`src/rtl/usart_rx_fifo_if.sv`:
```
// Receiver-side bundle: serial line, enable, CPU pop handshake and status flags.
interface usart_rx_fifo_if #(
  parameter int DATA_W = 32
);
  logic              habilitar;
  logic              Rx;
  logic [DATA_W-1:0] dado;
  logic              dado_pronto;
  logic              dado_lido;
  logic              ocupado;
  logic              erro_quadro;
  logic              overrun;
  logic              erro_paridade;

  modport slave (
    input  habilitar, Rx, dado_lido,
    output dado, dado_pronto, ocupado, erro_quadro, overrun, erro_paridade
  );

  modport master (
    output habilitar, Rx, dado_lido,
    input  dado, dado_pronto, ocupado, erro_quadro, overrun, erro_paridade
  );
endinterface

```
`src/rtl/usart_rx_fifo.sv`:
```
// Mid-bit sampling serial receiver feeding a show-ahead FIFO; word visible the cycle after the stop sample.
// Optional even-parity bit enabled by defining USART_RX_PARIDADE_EN.
module usart_rx_fifo #(
  parameter int DATA_W       = 32,
  parameter int CLKS_PER_BIT = 4,
  parameter int FIFO_DEPTH   = 4
) (
  input  logic            clk,
  input  logic            rst,
  usart_rx_fifo_if.slave  bus
);

  localparam int CNT_W = $clog2(CLKS_PER_BIT);
  localparam int IDX_W = (DATA_W > 1) ? $clog2(DATA_W) : 1;
  localparam int PTR_W = $clog2(FIFO_DEPTH);
  localparam int CNTF_W = PTR_W + 1;

  localparam logic [CNT_W-1:0]  HALF_LAST = CNT_W'(CLKS_PER_BIT / 2 - 1);
  localparam logic [CNT_W-1:0]  BIT_LAST  = CNT_W'(CLKS_PER_BIT - 1);
  localparam logic [IDX_W-1:0]  IDX_LAST  = IDX_W'(DATA_W - 1);
  localparam logic [CNTF_W-1:0] FULL_CNT  = CNTF_W'(FIFO_DEPTH);

  typedef enum logic [2:0] {
    S_IDLE,
    S_START,
    S_DATA,
    S_PARITY,
    S_STOP
  } state_t;

  logic                              rx_meta_q, rx_meta_d;
  logic                              rx_s_q, rx_s_d;
  state_t                            state_q, state_d;
  logic [CNT_W-1:0]                  clk_cnt_q, clk_cnt_d;
  logic [IDX_W-1:0]                  bit_idx_q, bit_idx_d;
  logic [DATA_W-1:0]                 shift_q, shift_d;
  logic                              erro_quadro_q, erro_quadro_d;
  logic                              erro_paridade_q, erro_paridade_d;
  logic                              overrun_q, overrun_d;
  logic [FIFO_DEPTH-1:0][DATA_W-1:0] mem_q, mem_d;
  logic [PTR_W-1:0]                  rd_ptr_q, rd_ptr_d;
  logic [PTR_W-1:0]                  wr_ptr_q, wr_ptr_d;
  logic [CNTF_W-1:0]                 count_q, count_d;
`ifdef USART_RX_PARIDADE_EN
  logic                              par_bad_q, par_bad_d;
`endif

  logic push;
  logic pop;
  logic push_ok;
  logic fifo_full;
  logic fifo_empty;

  // Receive FSM: every state counts clk_cnt up and acts on its last count.
  always_comb begin
    rx_meta_d       = bus.Rx;
    rx_s_d          = rx_meta_q;
    state_d         = state_q;
    clk_cnt_d       = clk_cnt_q + 1'b1;
    bit_idx_d       = bit_idx_q;
    shift_d         = shift_q;
    erro_quadro_d   = 1'b0;
    erro_paridade_d = 1'b0;
    push            = 1'b0;
`ifdef USART_RX_PARIDADE_EN
    par_bad_d       = par_bad_q;
`endif

    case (state_q)
      S_IDLE: begin
        clk_cnt_d = '0;
        bit_idx_d = '0;
        if (bus.habilitar && !rx_s_q) begin
          state_d = S_START;
        end
      end
      S_START: begin
        if (clk_cnt_q == HALF_LAST) begin
          clk_cnt_d = '0;
          shift_d   = '0;
          state_d   = rx_s_q ? S_IDLE : S_DATA;
`ifdef USART_RX_PARIDADE_EN
          par_bad_d = 1'b0;
`endif
        end
      end
      S_DATA: begin
        if (clk_cnt_q == BIT_LAST) begin
          clk_cnt_d          = '0;
          shift_d[bit_idx_q] = rx_s_q;
          bit_idx_d          = bit_idx_q + 1'b1;
          if (bit_idx_q == IDX_LAST) begin
            bit_idx_d = '0;
`ifdef USART_RX_PARIDADE_EN
            state_d   = S_PARITY;
`else
            state_d   = S_STOP;
`endif
          end
        end
      end
`ifdef USART_RX_PARIDADE_EN
      S_PARITY: begin
        if (clk_cnt_q == BIT_LAST) begin
          clk_cnt_d = '0;
          par_bad_d = (^shift_q) ^ rx_s_q;
          state_d   = S_STOP;
        end
      end
`endif
      S_STOP: begin
        if (clk_cnt_q == BIT_LAST) begin
          clk_cnt_d     = '0;
          state_d       = S_IDLE;
          erro_quadro_d = !rx_s_q;
`ifdef USART_RX_PARIDADE_EN
          erro_paridade_d = par_bad_q;
          push            = rx_s_q && !par_bad_q;
`else
          push            = rx_s_q;
`endif
        end
      end
      default: begin
        state_d   = S_IDLE;
        clk_cnt_d = '0;
      end
    endcase

    // Dropping the enable abandons any partial frame silently.
    if (!bus.habilitar && (state_q != S_IDLE)) begin
      state_d         = S_IDLE;
      clk_cnt_d       = '0;
      bit_idx_d       = '0;
      push            = 1'b0;
      erro_quadro_d   = 1'b0;
      erro_paridade_d = 1'b0;
    end
  end

  assign fifo_empty = (count_q == '0);
  assign fifo_full  = (count_q == FULL_CNT);
  assign pop        = !fifo_empty && bus.dado_lido;
  assign push_ok    = push && (!fifo_full || pop);

  always_comb begin
    mem_d     = mem_q;
    rd_ptr_d  = rd_ptr_q;
    wr_ptr_d  = wr_ptr_q;
    count_d   = count_q;
    overrun_d = overrun_q;

    if (push_ok) begin
      mem_d[wr_ptr_q] = shift_q;
      wr_ptr_d        = wr_ptr_q + 1'b1;
    end
    if (push && !push_ok) begin
      overrun_d = 1'b1;
    end
    if (pop) begin
      rd_ptr_d = rd_ptr_q + 1'b1;
    end

    case ({push_ok, pop})
      2'b10:   count_d = count_q + 1'b1;
      2'b01:   count_d = count_q - 1'b1;
      default: count_d = count_q;
    endcase
  end

  always_ff @(posedge clk) begin
    if (rst) begin
      rx_meta_q       <= 1'b1;
      rx_s_q          <= 1'b1;
      state_q         <= S_IDLE;
      clk_cnt_q       <= '0;
      bit_idx_q       <= '0;
      shift_q         <= '0;
      erro_quadro_q   <= 1'b0;
      erro_paridade_q <= 1'b0;
      overrun_q       <= 1'b0;
      mem_q           <= '0;
      rd_ptr_q        <= '0;
      wr_ptr_q        <= '0;
      count_q         <= '0;
`ifdef USART_RX_PARIDADE_EN
      par_bad_q       <= 1'b0;
`endif
    end else begin
      rx_meta_q       <= rx_meta_d;
      rx_s_q          <= rx_s_d;
      state_q         <= state_d;
      clk_cnt_q       <= clk_cnt_d;
      bit_idx_q       <= bit_idx_d;
      shift_q         <= shift_d;
      erro_quadro_q   <= erro_quadro_d;
      erro_paridade_q <= erro_paridade_d;
      overrun_q       <= overrun_d;
      mem_q           <= mem_d;
      rd_ptr_q        <= rd_ptr_d;
      wr_ptr_q        <= wr_ptr_d;
      count_q         <= count_d;
`ifdef USART_RX_PARIDADE_EN
      par_bad_q       <= par_bad_d;
`endif
    end
  end

  assign bus.dado          = fifo_empty ? '0 : mem_q[rd_ptr_q];
  assign bus.dado_pronto   = !fifo_empty;
  assign bus.ocupado       = (state_q != S_IDLE);
  assign bus.erro_quadro   = erro_quadro_q;
  assign bus.overrun       = overrun_q;
  assign bus.erro_paridade = erro_paridade_q;

endmodule

```
`src/flat_wrapper.sv`:
```
// flat-port wrapper written by rule: the top's interface ports become plain ports
module usart_rx_fifo_flat 
#(
  parameter int DATA_W       = 32,
  parameter int CLKS_PER_BIT = 4,
  parameter int FIFO_DEPTH   = 4
)
  (clk, rst, bus_habilitar, bus_Rx, bus_dado_lido, bus_dado, bus_dado_pronto, bus_ocupado, bus_erro_quadro, bus_overrun, bus_erro_paridade);
  usart_rx_fifo_if #(.DATA_W(DATA_W)) bus_i ();
  input  logic clk;
  input  logic rst;
  input wire logic [$bits(bus_i.habilitar)-1:0] bus_habilitar;
  input wire logic [$bits(bus_i.Rx)-1:0] bus_Rx;
  input wire logic [$bits(bus_i.dado_lido)-1:0] bus_dado_lido;
  output wire logic [$bits(bus_i.dado)-1:0] bus_dado;
  output wire logic [$bits(bus_i.dado_pronto)-1:0] bus_dado_pronto;
  output wire logic [$bits(bus_i.ocupado)-1:0] bus_ocupado;
  output wire logic [$bits(bus_i.erro_quadro)-1:0] bus_erro_quadro;
  output wire logic [$bits(bus_i.overrun)-1:0] bus_overrun;
  output wire logic [$bits(bus_i.erro_paridade)-1:0] bus_erro_paridade;
  assign bus_i.habilitar = bus_habilitar;
  assign bus_i.Rx = bus_Rx;
  assign bus_i.dado_lido = bus_dado_lido;
  assign bus_dado = bus_i.dado;
  assign bus_dado_pronto = bus_i.dado_pronto;
  assign bus_ocupado = bus_i.ocupado;
  assign bus_erro_quadro = bus_i.erro_quadro;
  assign bus_overrun = bus_i.overrun;
  assign bus_erro_paridade = bus_i.erro_paridade;
  usart_rx_fifo #(.DATA_W(DATA_W), .CLKS_PER_BIT(CLKS_PER_BIT), .FIFO_DEPTH(FIFO_DEPTH)) u_core (.clk(clk), .rst(rst), .bus(bus_i));
endmodule
```
`config.mk`:
```
export PLATFORM = sky130hd
export DESIGN_NAME = usart_rx_fifo_flat
export DESIGN_NICKNAME = d
export VERILOG_FILES = /design/src/rtl/usart_rx_fifo_if.sv /design/src/rtl/usart_rx_fifo.sv /design/src/flat_wrapper.sv
export SDC_FILE = /design/constraint.sdc
export NUM_CORES = 1
export LEC_CHECK = 0
export CORE_ASPECT_RATIO = 0.75
export CORE_MARGIN = 10
export CORE_UTILIZATION = 45
export DETAILED_ROUTE_END_ITERATION = 16
export PLACE_DENSITY_LB_ADDON = 0.1
export SLEW_MARGIN = 20
export SYNTH_ARGS = -nofsm -noshare
export SYNTH_HDL_FRONTEND = slang
export SYNTH_SLANG_ARGS = --single-unit
```
`constraint.sdc`:
```
create_clock -name clk -period 2.64 [get_ports clk]
set_clock_uncertainty 0.05 [all_clocks]
set_input_delay 0.264 -clock clk [delete_from_list [all_inputs] [get_ports clk]]
set_output_delay 0.264 -clock clk [all_outputs]
set_load 0.05 [all_outputs]
```
==> impl_summary.md, run 1 <==
STA
The number of failing hold endpoints at the final stage is 0. In the post-route analysis, the smallest setup slack over all paths is 0.2351 ns. At the pin with the least slew margin, the transition time is 0.7100 ns. Setup violations remaining at the end of the flow were counted as 0. The maximum frequency from static timing analysis is 0.4158 GHz. The minimum period implied by the final worst setup slack is 2.405 ns. The worst slew slack as a fraction of its limit is 0.5257. The final critical-path share of the clock period is 0.9109. The setup TNS is 0 ns. Setup repair after global routing left no endpoint under its margin.

The number of max-slew violations in the final report is 0.

CTS
Clock tree synthesis found a total of 181 sinks. After clock tree synthesis, the repair step resized 0 gates. Clock-pin slew was measured on the worst setup and hold paths at 0.07 ns. The number of buffers between clock root and the deepest sink is 2. TritonCTS built the clock tree.

The number of buffers created by CTS is 17. For the worst-skew pair, the clock arrives at the later sink with an insertion delay of 0.44 ns. The tree is rooted in a clkbuf_16. The number of buffers inserted by post-CTS setup repair is 0.

Buffers inserted to repair hold after CTS numbered 0. The maximum level of the CTS H-tree is 4.

Synthesis
The cell taking the most area after synthesis is dfxtp_1. The cell area that synthesis handed to floorplanning was 8446 sq um. Synthesis inferred 181 register bits. For this run, the leading register cell type out of synthesis is dfxtp_1. The share of synthesized area in the top cell type comes to 0.4290. The share of flip-flops with an asynchronous set or reset is 0. The post-synthesis average cell area is 8.707 sq um. Among all cell types in the netlist, the one instantiated most often is o21ai_0. Ranked by total cell area, the synthesized netlist is headed by dfxtp_1 43%, o21ai_0 11%, nand2b_1 9.6%. After synthesis, the most frequently instantiated cells are 186 x o21ai_0, 181 x dfxtp_1, 142 x nand2_1, 130 x nand2b_1.

The Yosys step of the flow raised 0 warnings. Yosys mapped a number of flops with a built-in enable equal to 0. The number of nets produced by synthesis is 989.

The sequential element share of the synthesized area is 0.4290. Yosys mapped the design onto 41 distinct sky130hd cell types. The cell count after synthesis came out at 970.

Drt
The wire length on met3 is 882 microns. The count of nets left with antenna violations once routing finished came out at 0. The highest metal layer carrying signal wires in the routed design is met4. After the first detailed-routing iteration, the DRC count stood at 608. The number of iterations in the first detailed-routing pass is 5. After detailed routing, the number of remaining DRC violations is 0. The via count is 6410. Dividing the detail-routed wire length by the instance count gives 15.70 microns. The detailed router put a total of 9939 microns of wire on met1. After detailed routing, the met2 layer carries 8278 microns of wire. Using the TritonRoute via totals, the vias-per-cell ratio works out to 5.194. The total wire length after detailed routing is 19380 microns.

Power and ir drop
The fraction of power spent switching nets is 0.2183. Overall power consumption after layout is estimated at 5.255 mW. The highest ir drop seen on vdd is 0.0003095 V. The internal portion of total power is 4.108 mW. The sequential power share is 0.520. The fraction of power consumed by combinational cells is 0.018.

The net load switching power is 1.147 mW. Of the total power, the clock network draws 0.462. The leakage power total is 3.325 nW. The power density relative to cell area is 539.6 nW/um^2.

Critical path
The required arrival time at the worst endpoint is 2.33 ns. The largest stage delay on the critical path is 0.72 ns. The critical path goes through buf_4, or3_1, clkdlybuf4s50_1. Among all stages on the critical path, the largest delay is contributed by clkdlybuf4s50_1. The critical path is of the flip-flop to primary output type. In this design, the largest share of critical-path delay is due to buffers and inverters.

Data on the critical path arrives at its endpoint at 2.09 ns. The critical path capture point type is a primary output. Along the worst path, the maximum fanout reaches 10. Counting both buffers and inverters, the worst setup path holds a total of 2. STA classifies the critical path startpoint as a flip-flop.

Place
At the end of routability-driven placement, the weighted congestion stood at 0.8204. The half-perimeter wire length after placement is 11750 microns. In this run the tool buffered the top-level ports with 40 buffer cells. OpenSTA, run right after detailed placement, puts the worst setup slack at 0.1609 ns.

The placed instance area is 9176 sq um.

Final layout
In the final layout, the share of cells above drive strength 1 is 0.1307. The repair_antennas step left the layout with diodes totalling 0. The area growth from synthesis to layout is 15.32%. The post-route cell area is 9739 sq um. The number of nets in the layout is 994.

Floorplan
The placement row count is 43. The core box area is 18450 sq um. The count of boundary I/O pins is 42. The die is 138.6 microns tall. The overall die width is 178.2 microns. The die covers 24700 sq um.

The starting density of the core is 0.4577.

Global routing
The maximum number of pins on one net before global-route repair is 84. Across every metal layer, demand over resource in global routing totals 0.1623. The wire length of the first global-routing pass is 32970 microns. The number of global-route vias before repair is 6226. The sum of overflow across all layers after global routing is 0. The initial antenna violation count is 0.

Min path
The class of the most critical hold timing path is input pin to flip-flop.

Flow run
The total of max-cap violations is 0.

Status
The run finished with clean final reports.
[registers in the layout (all words and copies together), names as in the netlist, 2 cells and up]
signal            cells
u_core.shift_q       32
u_core.clk_cnt_q      2
u_core.state_q        3
u_core.count_q        3
u_core.rd_ptr_q       2
u_core.wr_ptr_q       2
u_core.mem_q        128
u_core.bit_idx_q      5
[layout make-up]
| type | count | area (sq um) |
|---|---|---|
| clock buffer | 22 | 494.2 |
| clock inverter | 9 | 68.82 |
| fill | 1719 | 8715 |
| inverter | 13 | 48.80 |
| multi-input combinational | 699 | 4442 |
| sequential | 181 | 3626 |
| tap | 247 | 309.0 |
| timing repair buffer | 63 | 750.7 |
[layer usage]
layer,vias to the layer above,global-route usage
met5,-,0
li1,3298,-
met3,21,0.03429
met1,2969,0.2335
met2,122,0.2351
met4,0,0.05341
[stage by stage]
| step | hold WS (ns) | utilization | instances |
|---|---|---|---|
| after detailed placement | 0.3423 | 0.4973 | 1203 |
| after floorplan | 0.3178 | - | 970 |
| after global placement | 0.3514 | 0.4973 | 1203 |
| after CTS | 0.2873 | 0.5278 | 1234 |
| after global routing | 0.3179 | 0.5278 | 1234 |
| final | 0.3021 | 0.5278 | 1234 |
[logic make-up (layout without fill, tap and decap cells)]
group,count (synthesis),in the layout,synth area share
AO/OA/AOI/OAI,249,249,0.1535
XOR/XNOR,6,6,0.006222
adder cells (fa/ha/maj),14,14,0.02163
buffers and inverters,90,107,0.04504
flip-flops,181,181,0.4290
multiplexers,33,33,0.08652
other,1,1,0.0004440
AND/OR/NAND/NOR,396,396,0.2576
[placed cells by master, fill, tap and decap left out, types with 4 or more instances in the layout]
cell type,instances
nand2_1,142
clkbuf_8,5
nand2b_1,130
ha_1,13
mux4_2,32
o21ai_1,13
clkdlybuf4s50_1,6
nor3_1,6
nor2b_1,41
clkbuf_16,17
inv_1,13
and2_1,34
nor2_1,18
dfxtp_1,179
nor4b_4,5
buf_12,21
o21ai_0,186
xor2_1,4
a21oi_1,25
buf_4,36
a31oi_1,18
[worst paths after layout]
| check | from | endpoint | slack [ns] | cells after the start |
|---|---|---|---|---|
| max | u_core.state_q[1] | bus_ocupado | 0.24 | 3 |
| min | rst | u_core.mem_q[99] | 0.30 | 3 |
| max reg2reg | u_core.clk_cnt_q[0] | u_core.count_q[2] | 0.48 | 10 |
| min reg2reg | u_core.rx_meta_q | u_core.rx_s_q | 0.36 | 1 |
[power groups by stage]
stage	Combinational, mW	Clock, mW	Sequential (mW)
floorplan	0.0721	0	2.79
global placement	0.0981	0	2.79
detailed placement	0.0962	0	2.79
CTS	0.0964	2.49	2.73
global route	0.104	2.61	2.73
finish	0.0966	2.43	2.73
[worst register-to-register path: cells and delay by family, from the launching register on]
family,cells,cell delay [ns]
buf+inv,2,0.15
xor+xnor,1,0.07
flops,1,0.38
simple gates,3,0.73
compound gates,1,0.14
fa+ha+maj,3,0.58
No activity file was read; power rests on OpenSTA's default activity.
==> run 2: changes to the inputs <==
REMOVE_ABC_BUFFERS = 1   (was not set)
clock period = 2.59 ns   (was 2.64 ns; I/O delays follow)
==> impl_summary.md, run 2 (synthesis gave the netlist of run 1 again) <==
Final layout
In the final layout, the registers with the most flip-flops are u_core.mem_q x128, u_core.shift_q x32, u_core.bit_idx_q x5. The number of antenna cells inserted was 0 (unchanged). The number of filler cells placed in the layout came to 1673 (-2.7%). The final design utilization came to 0.5414 (+0.01363).

The fraction of layout cells with a size suffix above 1 is 0.1341 (+0.003373). The top cell types in the final layout, fill and taps aside, are 186 x o21ai_0, 179 x dfxtp_1, 142 x nand2_1. The number of flip-flops under the largest register name is 128 (unchanged). From synthesis to final layout, the design area changed by 18.30%. The post-route cell area is 9991 sq um (+2.6%). The library cell used most frequently in the layout, excluding fill and tap cells, is o21ai_0. The number of nets in the layout is 998 (+0.40%). Counting flops per register, the top entry is u_core.mem_q.

Flow run
The total of max-cap violations is 0 (unchanged).

Floorplan
The starting density of the core is 0.4577 (unchanged). The overall die width was 178.2 microns (unchanged). The count of boundary I/O pins is 42 (unchanged). The core box area is 18450 sq um (unchanged). The die boundary height came to 138.6 microns (unchanged). The overall die area came to 24700 sq um (unchanged). The placement row count is 43 (unchanged).

Critical path
The worst reg-to-reg path cell count is 10 (unchanged). The slack of the worst reg-to-reg path is 0.40 ns (-0.08 ns). The largest stage delay on the critical path is 0.71 ns (about the same). The critical setup path kind is flip-flop to primary output. The slowest library cell on the worst path is dfxtp_2. STA classifies the critical path endpoint as a primary output. The critical path launch point type is a flip-flop. The worst reg2reg path startpoint is u_core.clk_cnt_q[0]. The required arrival time at the worst endpoint was 2.28 ns (-0.05 ns). Walking the worst path, the cells encountered are buf_4, mux4_2, and2_1, buf_12. The worst flop-to-flop path endpoint is u_core.count_q[2]. The arrival time reported for the critical path endpoint is 2.13 ns (+0.04 ns). The largest fanout on the critical path is 16 (+6).

The total buffers and inverters traversed by the critical path is 2 (unchanged). Among cell families on the critical path, the largest total delay comes from flip-flops.

Power and ir drop
The fraction of power consumed by combinational cells is 0.019 (about the same). The fraction of power spent switching nets came to 0.2217 (+0.003325). The internal portion of total power came to 4.293 mW (+4.5%).

The post-layout total power is 5.516 mW (+5.0%). The net load switching power is 1.223 mW (+6.6%). The leakage power total is 3.399 nW (+2.2%).

The sequential power share is 0.505 (-0.015). The power density relative to cell area came to 552.1 nW/um^2 (+2.3%). The highest ir drop seen on vdd is 0.0002954 V (-4.6%). The clock network power share is 0.476 (+0.014).

Drt
The number of violations reported at the end of detailed-routing iteration 0 is 511 (-16%). The total wire length after detailed routing is 19670 microns (+1.5%). The wire length on met3 was 845 microns (-4.2%). The number of iterations in the first detailed-routing pass is 5 (unchanged). The DRC violations left came to 0 (unchanged). The routed metal-1 wirelength is 9927 microns (-0.12%). The top layer reached by signal wires is met4. The length of routed met2 wiring is 8703 microns (+5.1%). The number of nets with antenna violations after routing came to 0 (unchanged). The detailed-route wire length per cell is 15.88 microns (+1.1%). The number of vias per cell is 5.161 (-0.65%). The via count is 6394 (-0.25%).

Global routing
The number of global-route vias before repair is 6151 (-1.2%). The maximum number of pins on one net before global-route repair is 65 (-23%). The sum of overflow across all layers after global routing is 0 (unchanged).

The wire length of the first global-routing pass is 32560 microns (-1.2%). The initial antenna violation count came to 0 (unchanged). The total routing resource utilization after global routing was 0.1618 (-0.0004952).

STA
The number of failing hold endpoints at the final stage is 0 (unchanged). The setup TNS is 0 ns (unchanged). The worst slew slack as a fraction of its limit is 0.4834 (-0.04230).

The minimum period implied by the final worst setup slack is 2.435 ns. In the finished design, the share of the clock period the worst path needs comes to 0.9402. The final setup violation count is 0 (unchanged). The transition time of the tightest slew-check pin is 0.7721 ns (+0.06206 ns).

The final critical-path setup slack is 0.1548 ns (-0.08030 ns). Timing would allow up to 0.4106 GHz. Setup repair after global routing left no endpoint under its margin. The number of max-slew violations in the final report is 0 (unchanged).

CTS
The maximum level of the CTS H-tree is 4 (unchanged). The clock-pin slew of the registers on the worst-case setup and hold paths is 0.07 ns (about the same). TritonCTS built the clock tree. The hold buffer count at cts is 0 (unchanged). The sink count of the clock tree came to 181 (unchanged).

The number of buffers between clock root and the deepest sink is 2 (unchanged). The number of buffers created by CTS is 17 (unchanged). The number of buffers inserted by post-CTS setup repair is 0 (unchanged). The cell sitting at the root of the clock tree is a clkbuf_16. The clock insertion delay at the later pin of the skew report is 0.43 ns (about the same).

The quantity of gates resized following cts is 0 (unchanged).

Min path
The capture endpoint of the worst hold path is u_core.rx_meta_q. In this run the most critical hold path is launched from bus_Rx. The worst hold path depth is 2 (-1).

The class of the most critical hold timing path is input pin to flip-flop.

Place
The last weighted congestion value of the routability-driven placer is 0.7872 (-4.0%). The number of buffers added on ports is 40 (unchanged). The post-placement worst setup slack came to 0.09397 ns (-0.06696 ns). The placed instance area is 9394 sq um (+2.4%). The half-perimeter wire length after placement is 12030 microns (+2.3%).

Status
The flow ran to the end, and the final reports show no timing, DRC or antenna violations.
## run 2: changes by cell type in the layout (fill, tap and decap cells not counted), sizes merged
cell    before  now
buf         57   61
bufinv       0    2
inv         16   14
clkbuf      22   19
clkinv       4    8
## run 2: how the worst max path moves through the flow
| stage | from | endpoint | slack, ns | depth (start not counted) |
|---|---|---|---|---|
| after floorplan | u_core.clk_cnt_q[0] | u_core.mem_q[64] | -0.58 | 4 |
| after global placement | bus_dado_lido | u_core.count_q[2] | 0.14 | 10 |
| after detailed placement | bus_dado_lido | u_core.count_q[2] | 0.09 | 10 |
| after CTS | u_core.rd_ptr_q[0] | bus_dado[20] | 0.13 | 4 |
| after global routing | u_core.rd_ptr_q[0] | bus_dado[20] | 0.07 | 4 |
| final | u_core.rd_ptr_q[0] | bus_dado[20] | 0.15 | 4 |
## run 2: final cells by class
class	count	area, sq um	area share
multi-input cells	699	4442	0.4446
flip-flops and latches	181	3626	0.3629
repair buffers	67	968.4	0.09693
clock buffers	19	442.9	0.04433
well taps	247	309.0	0.03093
clock inverters	13	153.9	0.01540
inverters	13	48.80	0.004884
## run 2: power groups by stage
stage	clock network (mW)	logic, mW	registers [mW]
2_1_floorplan	0	0.0451	2.85
3_3_place_gp	0	0.105	2.85
3_5_place_dp	0	0.104	2.85
4_1_cts	2.66	0.104	2.78
5_1_grt	2.80	0.111	2.78
6_report	2.63	0.103	2.78
## run 2: per-layer routing
metal  vias up  global-route usage
li1       3295                   -
met1      2966              0.2287
met2       118              0.2422
met3        15             0.03510
met4         0             0.04559
met5         -                   0
## run 2: metrics by stage
step           cells  hold WS [ns]
4_1_cts         1239        0.3324
3_5_place_dp    1207        0.3470
5_1_grt         1239        0.3550
3_3_place_gp    1207        0.3478
6_report        1239        0.3392
2_1_floorplan    893        0.2781
